<file path="config.mk">
export PLATFORM = sky130hd
export DESIGN_NAME = bp_counter_ctrl
export DESIGN_NICKNAME = d
export VERILOG_FILES = /design/src/rtl/bp_counter_ctrl.sv
export SDC_FILE = /design/constraint.sdc
export NUM_CORES = 1
export LEC_CHECK = 0
export BUFFER_PORTS_ARGS = -buffer_cell sky130_fd_sc_hd__buf_2
export CAP_MARGIN = 15
export CORE_MARGIN = 3
export CORE_UTILIZATION = 50
export DETAILED_ROUTE_END_ITERATION = 10
export PLACE_DENSITY_LB_ADDON = 0.05
export SYNTH_ARGS = -nofsm -noshare
export SYNTH_HDL_FRONTEND = slang
export SYNTH_SLANG_ARGS = --single-unit
</file>
<file path="constraint.sdc">
create_clock -name clk -period 5 [get_ports clk]
set_clock_uncertainty 0.1 [all_clocks]
set_input_delay 0.75 -clock clk [delete_from_list [all_inputs] [get_ports clk]]
set_output_delay 0.75 -clock clk [all_outputs]
set_load 0.05 [all_outputs]
</file>
<file path="src/rtl/bp_counter_ctrl.sv">
// Branch-prediction control stage around the counter cache.
// Fetch side: lookup -> taken/not-taken guess. Execute side: read counter,
// compute the saturated update, and write it back one cycle later through the
// registered write port. The in-flight write is forwarded to both read ports.
//
// Handshake: guess_valid and check_valid are plain qualifiers with no ready;
// the stage accepts a guess/check every cycle they are high, and a check
// always yields exactly one cache write on the following cycle.
module bp_counter_ctrl #(
    parameter int PC_WIDTH   = 32,
    parameter int LINES      = 128,
    parameter int CTR_WIDTH  = 2,
    parameter int STAT_WIDTH = 32
) (
    input  logic                  clk,
    input  logic                  reset,
    input  logic                  guess_valid,
    input  logic [PC_WIDTH-1:0]   guess_pc,
    output logic                  guess_taken,
    input  logic                  check_valid,
    input  logic [PC_WIDTH-1:0]   check_pc,
    input  logic                  check_taken,
    input  logic                  check_predicted,
    output logic [PC_WIDTH-3:0]   cache_ra0,
    input  logic [CTR_WIDTH-1:0]  cache_dout0,
    input  logic                  cache_hit0,
    output logic [PC_WIDTH-3:0]   cache_ra1,
    input  logic [CTR_WIDTH-1:0]  cache_dout1,
    input  logic                  cache_hit1,
    output logic [PC_WIDTH-3:0]   cache_wa,
    output logic [CTR_WIDTH-1:0]  cache_din,
    output logic                  cache_we,
    input  logic                  stat_clear,
    output logic [STAT_WIDTH-1:0] branch_count,
    output logic [STAT_WIDTH-1:0] mispredict_count
);

    localparam int AWIDTH = PC_WIDTH - 2;
    // Index width of the cache this stage fronts; the cache owns the indexing.
    localparam int IDX = $clog2(LINES);

    localparam logic [CTR_WIDTH-1:0]  CTR_MAX  = '1;
    localparam logic [CTR_WIDTH-1:0]  WEAK_T   = CTR_WIDTH'(1) << (CTR_WIDTH - 1);
    localparam logic [CTR_WIDTH-1:0]  WEAK_N   = WEAK_T - CTR_WIDTH'(1);
    localparam logic [STAT_WIDTH-1:0] STAT_MAX = '1;

    // Write stage registers: the pending counter update.
    logic              wq_v;
    logic [AWIDTH-1:0] wq_a;
    logic [CTR_WIDTH-1:0] wq_d;

    logic                 fwd_g;
    logic                 fwd_c;
    logic                 hit_g;
    logic                 hit_c;
    logic [CTR_WIDTH-1:0] ctr_g;
    logic [CTR_WIDTH-1:0] ctr_c;
    logic [CTR_WIDTH-1:0] ctr_next;

    // Word-aligned PCs: the two low bits never reach the cache.
    logic unused_pc_bits;
    assign unused_pc_bits = &{1'b0, guess_pc[1:0], check_pc[1:0], IDX[0]};

    assign cache_ra0 = guess_pc[PC_WIDTH-1:2];
    assign cache_ra1 = check_pc[PC_WIDTH-1:2];

    assign cache_we  = wq_v;
    assign cache_wa  = wq_a;
    assign cache_din = wq_d;

    // Effective reads: the write committing at the next edge overrides the cache.
    always_comb begin
        fwd_g = wq_v && (wq_a == cache_ra0);
        fwd_c = wq_v && (wq_a == cache_ra1);
        hit_g = fwd_g ? 1'b1 : cache_hit0;
        ctr_g = fwd_g ? wq_d : cache_dout0;
        hit_c = fwd_c ? 1'b1 : cache_hit1;
        ctr_c = fwd_c ? wq_d : cache_dout1;
    end

    // Prediction: MSB of the counter on a hit; suppressed while in reset.
    always_comb begin
        guess_taken = 1'b0;
        if (!reset && guess_valid && hit_g) begin
            guess_taken = ctr_g[CTR_WIDTH-1];
        end
    end

    // Counter update: saturating step on a hit, weak state on a miss.
    always_comb begin
        ctr_next = WEAK_N;
        if (hit_c) begin
            if (check_taken) begin
                ctr_next = (ctr_c == CTR_MAX) ? ctr_c : ctr_c + CTR_WIDTH'(1);
            end else begin
                ctr_next = (ctr_c == '0) ? ctr_c : ctr_c - CTR_WIDTH'(1);
            end
        end else if (check_taken) begin
            ctr_next = WEAK_T;
        end
    end

    // Write stage loads every cycle; reset drops any pending write.
    always_ff @(posedge clk or posedge reset) begin
        if (reset) begin
            wq_v <= 1'b0;
            wq_a <= '0;
            wq_d <= '0;
        end else begin
            wq_v <= check_valid;
            wq_a <= cache_ra1;
            wq_d <= ctr_next;
        end
    end

    // Saturating statistics; a clear wins over a same-cycle event.
    always_ff @(posedge clk or posedge reset) begin
        if (reset) begin
            branch_count     <= '0;
            mispredict_count <= '0;
        end else if (stat_clear) begin
            branch_count     <= '0;
            mispredict_count <= '0;
        end else if (check_valid) begin
            if (branch_count != STAT_MAX) begin
                branch_count <= branch_count + STAT_WIDTH'(1);
            end
            if ((check_predicted != check_taken) && (mispredict_count != STAT_MAX)) begin
                mispredict_count <= mispredict_count + STAT_WIDTH'(1);
            end
        end
    end

endmodule
</file>
### After elaboration in Yosys (flattened, before gate mapping)

Cells that the tools add are included.

* register bits after elaboration: 97
* latch bits: 0
* memory bits (writable): 0
* bits in read-only memories: 0
* input port bits: 77
* output and inout port bits: 158
* word-level logic and storage cells: 43
* memories: 0

* add/subtract/negate cells: 4
* multiply operators: 0
* divide/modulo/power cells: 0
* order comparisons: 0
* equal/unequal tests: 6
* shifts and indexed selects: 0
* multiplexer cells: 16
* bitwise logic cells: 0
* reduce and logical (&&, ||, !) cells: 12

Operators with widths (count)
* 2-to-1 mux 32 bit: 6
* adder 32 x 1 -> 32 bit (second input constant): 2
* != test 32 bit (second input constant): 2
* == test 30 bit: 2
* 2-to-1 mux 2 bit: 7
* nonzero test 2 bit: 3
* logical AND 1 bit: 5
* AND reduction 2 bit: 2
* 2-to-1 mux 1 bit: 3
* adder 2 x 1 -> 2 bit (second input constant): 1
* == test 2 bit (second input constant): 1
* logical NOT 2 bit: 1
* subtractor 2 x 1 -> 2 bit (second input constant): 1
* logical NOT 1 bit: 1
* != test 1 bit: 1

### Longest topological paths before layout

Gate-level depths: netlist of the first run.

* word-level depth: 7
* depth in mapped cells: 8
* gate-level depth less buffers: 6

### Worst setup path after synthesis of the first run

No wires, ideal clock.

* kind: input to output
* from: input guess_pc[17]
* to: output guess_taken
* data arrival time: 2.170 ns
* required time: 4.150 ns
* slack: 1.980 ns
* stages on the path: 5
* cell sequence: xnor2_1 nand4_1 nor4_1 nand4_1 mux2i_1

* word-level cells in the longest chain between the ends: 5
* elaborated cells on any way between the ends: 6
* classes of those cells: 1 x eq/ne; 3 x mux; 2 x reduce/logical

Ends and longest elaborated chain
* start, declared: RTL line 18 `input logic [PC_WIDTH-1:0] guess_pc,`
* == test 30 bit (*): RTL line 73 `fwd_g = wq_v && (wq_a == cache_ra0);`
* logical AND 1 bit (*): RTL line 73
* 2-to-1 mux 1 bit: RTL line 75 `hit_g = fwd_g ? 1'b1 : cache_hit0;`
* logical AND 1 bit: RTL line 84 `if (!reset && guess_valid && hit_g) begin`
* 2-to-1 mux 1 bit (*): RTL line 84
* end, declared: RTL line 19 `output logic guess_taken,`

Mark *: on every way between the ends. The rest lies on a longest branch, timed or not.

### Worst setup path in the final report of the first run

* from: input guess_pc[4]
* to: output guess_taken

The elaborated chain is that of the path after synthesis.

==> impl_metrics.env, run 1 <==
export IMPL_syn_inst=614
export IMPL_hpwl_microns=12100
export IMPL_fin_crit_ns=3.15
export IMPL_r2r_setup_slack_ns=2.30
export IMPL_grt_pass1_vias=4996
export IMPL_ir_worst_vdd_uv=143
export IMPL_firstDrtPassIters=5
export IMPL_routedWlPerCell_microns=17.3
export IMPL_finalWorstSetupSlack_ns=1.85
export IMPL_design_area_sq_um=6840
export IMPL_postSynthAreaPerCell_sq_um=9.37
export IMPL_grtUsageTotal_pct=24.6
export IMPL_synth_seq_cells=97
export IMPL_slew_headroom_pct=50.6
export IMPL_cts_hold_buf=0
export IMPL_cpMaxStageDelayCell="nor4_1"
export IMPL_total_power_mw=1.79
export IMPL_ant_nets=0
export IMPL_path_buf_inv=2
export IMPL_ios=235
export IMPL_core_sq_um=11000
export IMPL_fillers=979
export IMPL_cts_tree="done"
export IMPL_cp_common_cell="buf_2"
export IMPL_setup_viol=0
export IMPL_post_cts_buffers=0
export IMPL_drive_gt1_share_pct=34.1
export IMPL_clock_path_buffers=2
export IMPL_drc=0
export IMPL_grt_first_pass_wirelength_microns=25500
export IMPL_dr_first_iter_drc_count=453
export IMPL_crit_path_max_incr_delay_ns=0.56
export IMPL_synth_cell_type_count=49
export IMPL_p_leak_nw=3.04
export IMPL_drv_slew=0
export IMPL_status="finished, final reports clean"
export IMPL_path_class="input pin to output pin"
export IMPL_root_buffer="clkbuf_16"
export IMPL_crit_path_start_kind="input pin"
export IMPL_finalCoreUtilization_pct=62.0
export IMPL_via_count=5346
export IMPL_required_ns=4.15
export IMPL_synth_fp_nets=693
export IMPL_path_max_fanout=2
export IMPL_start_util_pct=52.2
export IMPL_worstSkewPairLatency_ns=0.33
export IMPL_clock_sinks=97
export IMPL_drv_cap=0
export IMPL_crit_arrival_ns=2.30
export IMPL_area_growth_syn_to_layout_pct=18.8
export IMPL_critPathTopFamily="simple AND/OR/NAND/NOR gates"
export IMPL_hp_class="input pin to asynchronous set/reset pin"
export IMPL_routed_wl_microns=15900
export IMPL_die_w_microns=113
export IMPL_final_setup_tns_ns=0
export IMPL_timing_final_crit_share_pct=63.0
export IMPL_dieArea_sq_um=12800
export IMPL_r2r_end="mispredict_count[5]$_DFFE_PP0P_"
export IMPL_avgViaCountPerCell=5.80
export IMPL_ys_seq_area_share_pct=42.2
export IMPL_cp_end_kind="output pin"
export IMPL_antenna_found_initial=1
export IMPL_yosys_warnings=0
export IMPL_clk_pin_slew_ns=0.06
export IMPL_row_count=38
export IMPL_crit_chain="buf_2 > xor2_1 > nor4_1 > nand4_1 > mux2i_1 > buf_2"
export IMPL_die_h_microns=113
export IMPL_tightest_slew_ns=0.740
export IMPL_gp_congestion=0.843
export IMPL_power_density_nw_per_um2=262
export IMPL_timing_rr_start="mispredict_count[0]$_DFFE_PP0P_"
export IMPL_placed_area_sq_um=6560
export IMPL_cts_buffers=9
export IMPL_hold_viol=0
export IMPL_fin_nets=856
export IMPL_io_buffers=229
export IMPL_grt_max_degree=60
export IMPL_timing_fmax_mhz=318
export IMPL_cts_resized_gates=0
export IMPL_gr_total_overflow=0
export IMPL_dpl_worst_slack_ns=1.75
export IMPL_syn_area_sq_um=5760
export IMPL_cts_max_level=3
export IMPL_reg2reg_depth=7
export IMPL_rsz0062_at_grt="no"
[report_power, final]
| part | total (mW) | internal, mW | switching [mW] |
|---|---|---|---|
| clock network | 0.636 | 0.360 | 0.276 |
| logic | 0.334 | 0.0879 | 0.246 |
| registers | 0.821 | 0.801 | 0.0192 |
[layer usage]
layer,global-route usage (%),up-vias,wire length (microns)
met5,0,-,0
met4,8.81,0,366
met3,4.92,24,1010
met2,41.9,176,8010
met1,31.3,2627,6520
li1,-,2519,-
[cell type report]
class                           count  area, sq um  share of cell area (%)
Inverter                           19         73.8                    1.08
Tap cell                          140          175                    2.56
Clock buffer                       14          264                    3.86
Timing Repair Buffer              233         1180                    17.2
Antenna cell                        1         2.50                  0.0366
Sequential cell                    97         2430                    35.5
Multi-Input combinational cell    417         2720                    39.7
[registers in the layout, indices dropped and copies added (netlist names)]
register,count
cache_din,2
branch_count,32
cache_wa,30
mispredict_count,32
cache_we,1
[synth_stat cells (all sizes together)]
master    n  share of area, %
o31a      1              0.15
xor2     15               2.3
o211ai    2              0.26
or3b      1              0.15
and4      7               1.1
xnor2    53               8.1
a311o     1              0.17
o21ai    37               3.2
mux2      6               1.2
nor2b     6              0.65
a21oi    50               4.3
o2111ai   3              0.46
or3      31               3.6
buf      65               8.3
a211o     1              0.15
a211oi    1              0.13
inv      19               1.2
ha        2              0.43
nand2    30               2.0
o21ba     1              0.17
and2      4              0.43
nand3    28               2.4
a2111o    1              0.20
nand4b    1              0.15
clkbuf   16               1.0
nor4     15               1.9
and4b     1              0.17
o31ai    19               2.5
mux2i     2              0.35
or2       2              0.22
dfrtp    97                42
nand3b    1              0.13
or4b      1              0.17
and3      6              0.65
nor3      9              0.78
or4      21               2.8
o41ai     2              0.30
maj3      2              0.35
nand4    33               3.8
nor2     20               1.3
o311ai    1              0.15
[worst max path at each step]
stage	startpoint	end	depth (start not counted)
after detailed placement	stat_clear	branch_count[8]$_DFFE_PP0P_	6
after CTS	guess_pc[4]	guess_taken	6
after floorplan	reset	branch_count[0]$_DFFE_PP0P_	1
after global placement	guess_pc[4]	guess_taken	6
after global routing	guess_pc[4]	guess_taken	6
final	guess_pc[4]	guess_taken	6
[kinds of logic (layout without fill, tap and decap cells)]
kind of cell	Yosys count	in the layout	synth area share, %
AOI/OAI and AO/OA	120	120	12.2
other	0	1	0
and+or+nand+nor	217	217	22.4
buffers and inverters	100	266	10.6
xor gates and xnor gates	68	68	10.3
DFF	97	97	42.2
muxes	8	8	1.52
adders and majority gates	4	4	0.783
[layout by cell type (no fill, tap or decap), drive strengths merged, types with 2 or more instances in the layout]
cell,n
ha,2
nand4,33
buf,233
and4,7
nor2,20
maj3,2
or3,31
nor3,9
a21oi,50
dfrtp,97
o21ai,37
o31ai,19
xnor2,53
nand2,30
o211ai,2
xor2,15
nor2b,6
or4,21
o41ai,2
mux2,6
and3,6
nor4,15
clkbuf,14
inv,19
o2111ai,3
or2,2
mux2i,2
nand3,28
and2,4
[worst register-to-register path, stage by stage, from the launching register on]
cell and delay [ns]:
dfrtp_1 0.42, ha_1 0.21, nand3_1 0.21, or4_1 0.57, nor3_1 0.38, buf_2 0.31, nor4_1 0.09, mux2_2 0.29
[metrics by stage]
stage          std cells  hold WS [ns]
2_1_floorplan        614         0.681
3_3_place_gp         904         0.437
3_5_place_dp         905         0.458
4_1_cts              919         0.440
5_1_grt              921         0.449
6_report             921         0.456
No activity file was read; power rests on OpenSTA's default activity.
==> inputs of run 2 (changes only) <==
--- a/config.mk
+++ b/config.mk
@@ -5,6 +5,7 @@
 export SDC_FILE = /design/constraint.sdc
 export NUM_CORES = 1
 export LEC_CHECK = 0
+export ABC_AREA = 1
 export BUFFER_PORTS_ARGS = -buffer_cell sky130_fd_sc_hd__buf_2
 export CAP_MARGIN = 15
 export CORE_MARGIN = 3
==> constraint.sdc (replaced) <==
create_clock -name clk -period 3.02 [get_ports clk]
set_clock_uncertainty 0.1 [all_clocks]
set_input_delay 0.453 -clock clk [delete_from_list [all_inputs] [get_ports clk]]
set_output_delay 0.453 -clock clk [all_outputs]
set_load 0.05 [all_outputs]
==> run 2 against run 1 <==
Against the previous run: flip-flop and latch count did not move; synthesized cell count increased by 71%; critical path depth increased by 5; non-clock buffer count grew 3; final cell count up 52%; final area rose by 20%; synthesized area is 22% higher; global-route usage grew 1.1 points; sequential power is 67% higher; via count rose by 30%; clock power is 73% higher; critical path type is now flip-flop to output pin; critical endpoint unchanged; largest cell class unchanged; largest power group unchanged.
==> impl_metrics.env, run 2 <==
export IMPL_ir_worst_vdd_uv=241
export IMPL_async_reset_ff_share_pct=100
export IMPL_yosys_warnings=0
export IMPL_antenna_cells=0
export IMPL_ios=235
export IMPL_mostFrequentLayoutCells="331 x nand2_1, 229 x buf_2, 150 x inv_1"
export IMPL_area_growth_syn_to_layout_pct=16.3
export IMPL_avgViaCountPerCell=4.98
export IMPL_cts_max_level=3
export IMPL_core_sq_um=13500
export IMPL_drv_cap=0
export IMPL_cp_end_kind="output pin"
export IMPL_cts_resized_gates=0
export IMPL_worstSkewPairLatency_ns=0.34
export IMPL_grtUsageTotal_pct=25.7
export IMPL_stdcell_count=1396
export IMPL_yosysMostFrequentCell="nand2_1"
export IMPL_fin_nets=1294
export IMPL_hpwl_microns=15900
export IMPL_firstDrtPassIters=5
export IMPL_setup_viol=0
export IMPL_drive_gt1_share_pct=23.4
export IMPL_final_common_cell="nand2_1"
export IMPL_ys_top_cells_by_count="331 x nand2_1, 151 x inv_1, 100 x nor2_1"
export IMPL_synth_seq_cells=97
export IMPL_ys_seq_area_share_pct=34.5
export IMPL_finalWorstSetupSlack_ns=0.351
export IMPL_timing_fmax_mhz=375
export IMPL_die_w_microns=125
export IMPL_die_h_microns=125
export IMPL_via_count=6957
export IMPL_cts_tree="done"
export IMPL_fin_crit_ns=2.67
export IMPL_rsz0062_at_grt="no"
export IMPL_postSynthAreaPerCell_sq_um=6.71
export IMPL_drc=0
export IMPL_syn_area_sq_um=7030
export IMPL_antenna_found_initial=0
export IMPL_io_buffers=229
export IMPL_synth_fp_nets=1126
export IMPL_grt_max_degree=98
export IMPL_tightest_slew_ns=0.538
export IMPL_dr_first_iter_drc_count=449
export IMPL_required_ns=2.47
export IMPL_path_class="flip-flop to output pin"
export IMPL_gr_total_overflow=0
export IMPL_synth_top_area_share_pct=34.5
export IMPL_timing_final_crit_share_pct=88.4
export IMPL_grt_pass1_vias=6531
export IMPL_dpl_worst_slack_ns=0.498
export IMPL_grt_first_pass_wirelength_microns=32700
export IMPL_placed_cells=1380
export IMPL_cts_hold_buf=0
export IMPL_path_max_fanout=4
export IMPL_status="finished, final reports clean"
export IMPL_power_density_nw_per_um2=386
export IMPL_cts_buffers=9
export IMPL_routedWlPerCell_microns=14.5
export IMPL_clock_path_buffers=2
export IMPL_final_setup_tns_ns=0
export IMPL_p_leak_nw=4.37
export IMPL_routed_wl_microns=20200
export IMPL_clk_pin_slew_ns=0.07
export IMPL_root_buffer="clkbuf_16"
export IMPL_hp_class="input pin to asynchronous set/reset pin"
export IMPL_drv_slew=0
export IMPL_crit_arrival_ns=2.12
export IMPL_hold_viol=0
export IMPL_synth_area_leader_cell="dfrtp_1"
export IMPL_synthTopCellsByArea="dfrtp_1 35%, nand2_1 18%, inv_1 8.1%"
export IMPL_clock_sinks=97
export IMPL_row_count=42
export IMPL_dieArea_sq_um=15500
export IMPL_start_util_pct=52.0
export IMPL_gp_congestion=0.918
export IMPL_reg2reg_depth=10
export IMPL_post_cts_buffers=0
export IMPL_crit_path_start_kind="flip-flop"
export IMPL_ant_nets=0
export IMPL_synth_edf_count=0
export IMPL_synth_cell_type_count=33
export IMPL_synthFlopType="dfrtp_1"
export IMPL_slew_headroom_pct=64.1
export IMPL_syn_inst=1047
## run 2: cell types whose count changed in the layout (fill, tap and decap cells not counted), moves of 35 or more
cell / before / now
nand3_1: 28 / 63
a21oi_1: 50 / 10
nor2_1: 20 / 100
xnor2_1: 53 / 17
nand2_1: 30 / 331
inv_1: 18 / 150
## run 2: kinds of logic after synthesis
family / synth area share [%]
fa+ha+maj: 0.356
compound gates: 5.70
xor+xnor: 6.48
buf+inv: 16.4
simple gates: 36.5
flops: 34.5
## run 2: cell type report
type | count | area [sq um]
Sequential cell | 97 | 2430
Fill cell | 1348 | 5330
Tap cell | 176 | 220
Inverter | 156 | 589
Multi-Input combinational cell | 715 | 3450
Timing Repair Buffer | 236 | 1210
Clock buffer | 13 | 260
Clock inverter | 3 | 15.0
## run 2: routing by layer
layer	global-route usage [%]	routed length (microns)	vias up
met4	9.28	490	0
met1	33.8	8970	3131
met2	43.1	9600	248
li1	-	-	3545
met5	0	0	-
met3	3.82	1110	33
## run 2: report_power, final
group	internal (mW)	leakage [nW]	switching, mW	total, mW
clock network	0.601	0.139	0.496	1.10
logic	0.168	2.95	0.521	0.689
registers	1.33	1.28	0.0359	1.37
## run 2: path summary, 6_finish.rpt
kind | endpoint | from | slack, ns
setup / recovery | guess_taken | cache_wa[17]$_DFF_PP0_ | 0.35
hold / removal | cache_wa[9]$_DFF_PP0_ | reset | 0.14
setup reg to reg | mispredict_count[26]$_DFFE_PP0P_ | mispredict_count[0]$_DFFE_PP0P_ | 0.49
hold reg to reg | mispredict_count[14]$_DFFE_PP0P_ | mispredict_count[14]$_DFFE_PP0P_ | 0.43
max in group asynchronous | mispredict_count[8]$_DFFE_PP0P_ | reset | 2.24
min in group clk | cache_wa[2]$_DFF_PP0_ | check_pc[4] | 0.15
## run 2: through the flow
| step | utilization [%] | hold slack (ns) | cell area (sq um) | power (mW) |
|---|---|---|---|---|
| floorplan | - | 0.384 | 7030 | 1.93 |
| global placement | 58.5 | 0.422 | 7900 | 2.08 |
| detailed placement | 58.5 | 0.425 | 7900 | 2.08 |
| CTS | 60.5 | 0.138 | 8170 | 3.18 |
| global route | 60.5 | 0.149 | 8170 | 3.28 |
| finish | 60.5 | 0.145 | 8170 | 3.15 |
## run 2: worst max-delay path: stages, from the launching register on
cell and delay, ns:
dfrtp_1 0.42, inv_1 0.11, or2_2 0.11, nand4_1 0.07, nor3_1 0.17, nand2_1 0.13
nor2_1 0.13, nand2_1 0.11, nand2_1 0.07, o21ai_0 0.09, nor2_1 0.10, buf_2 0.26
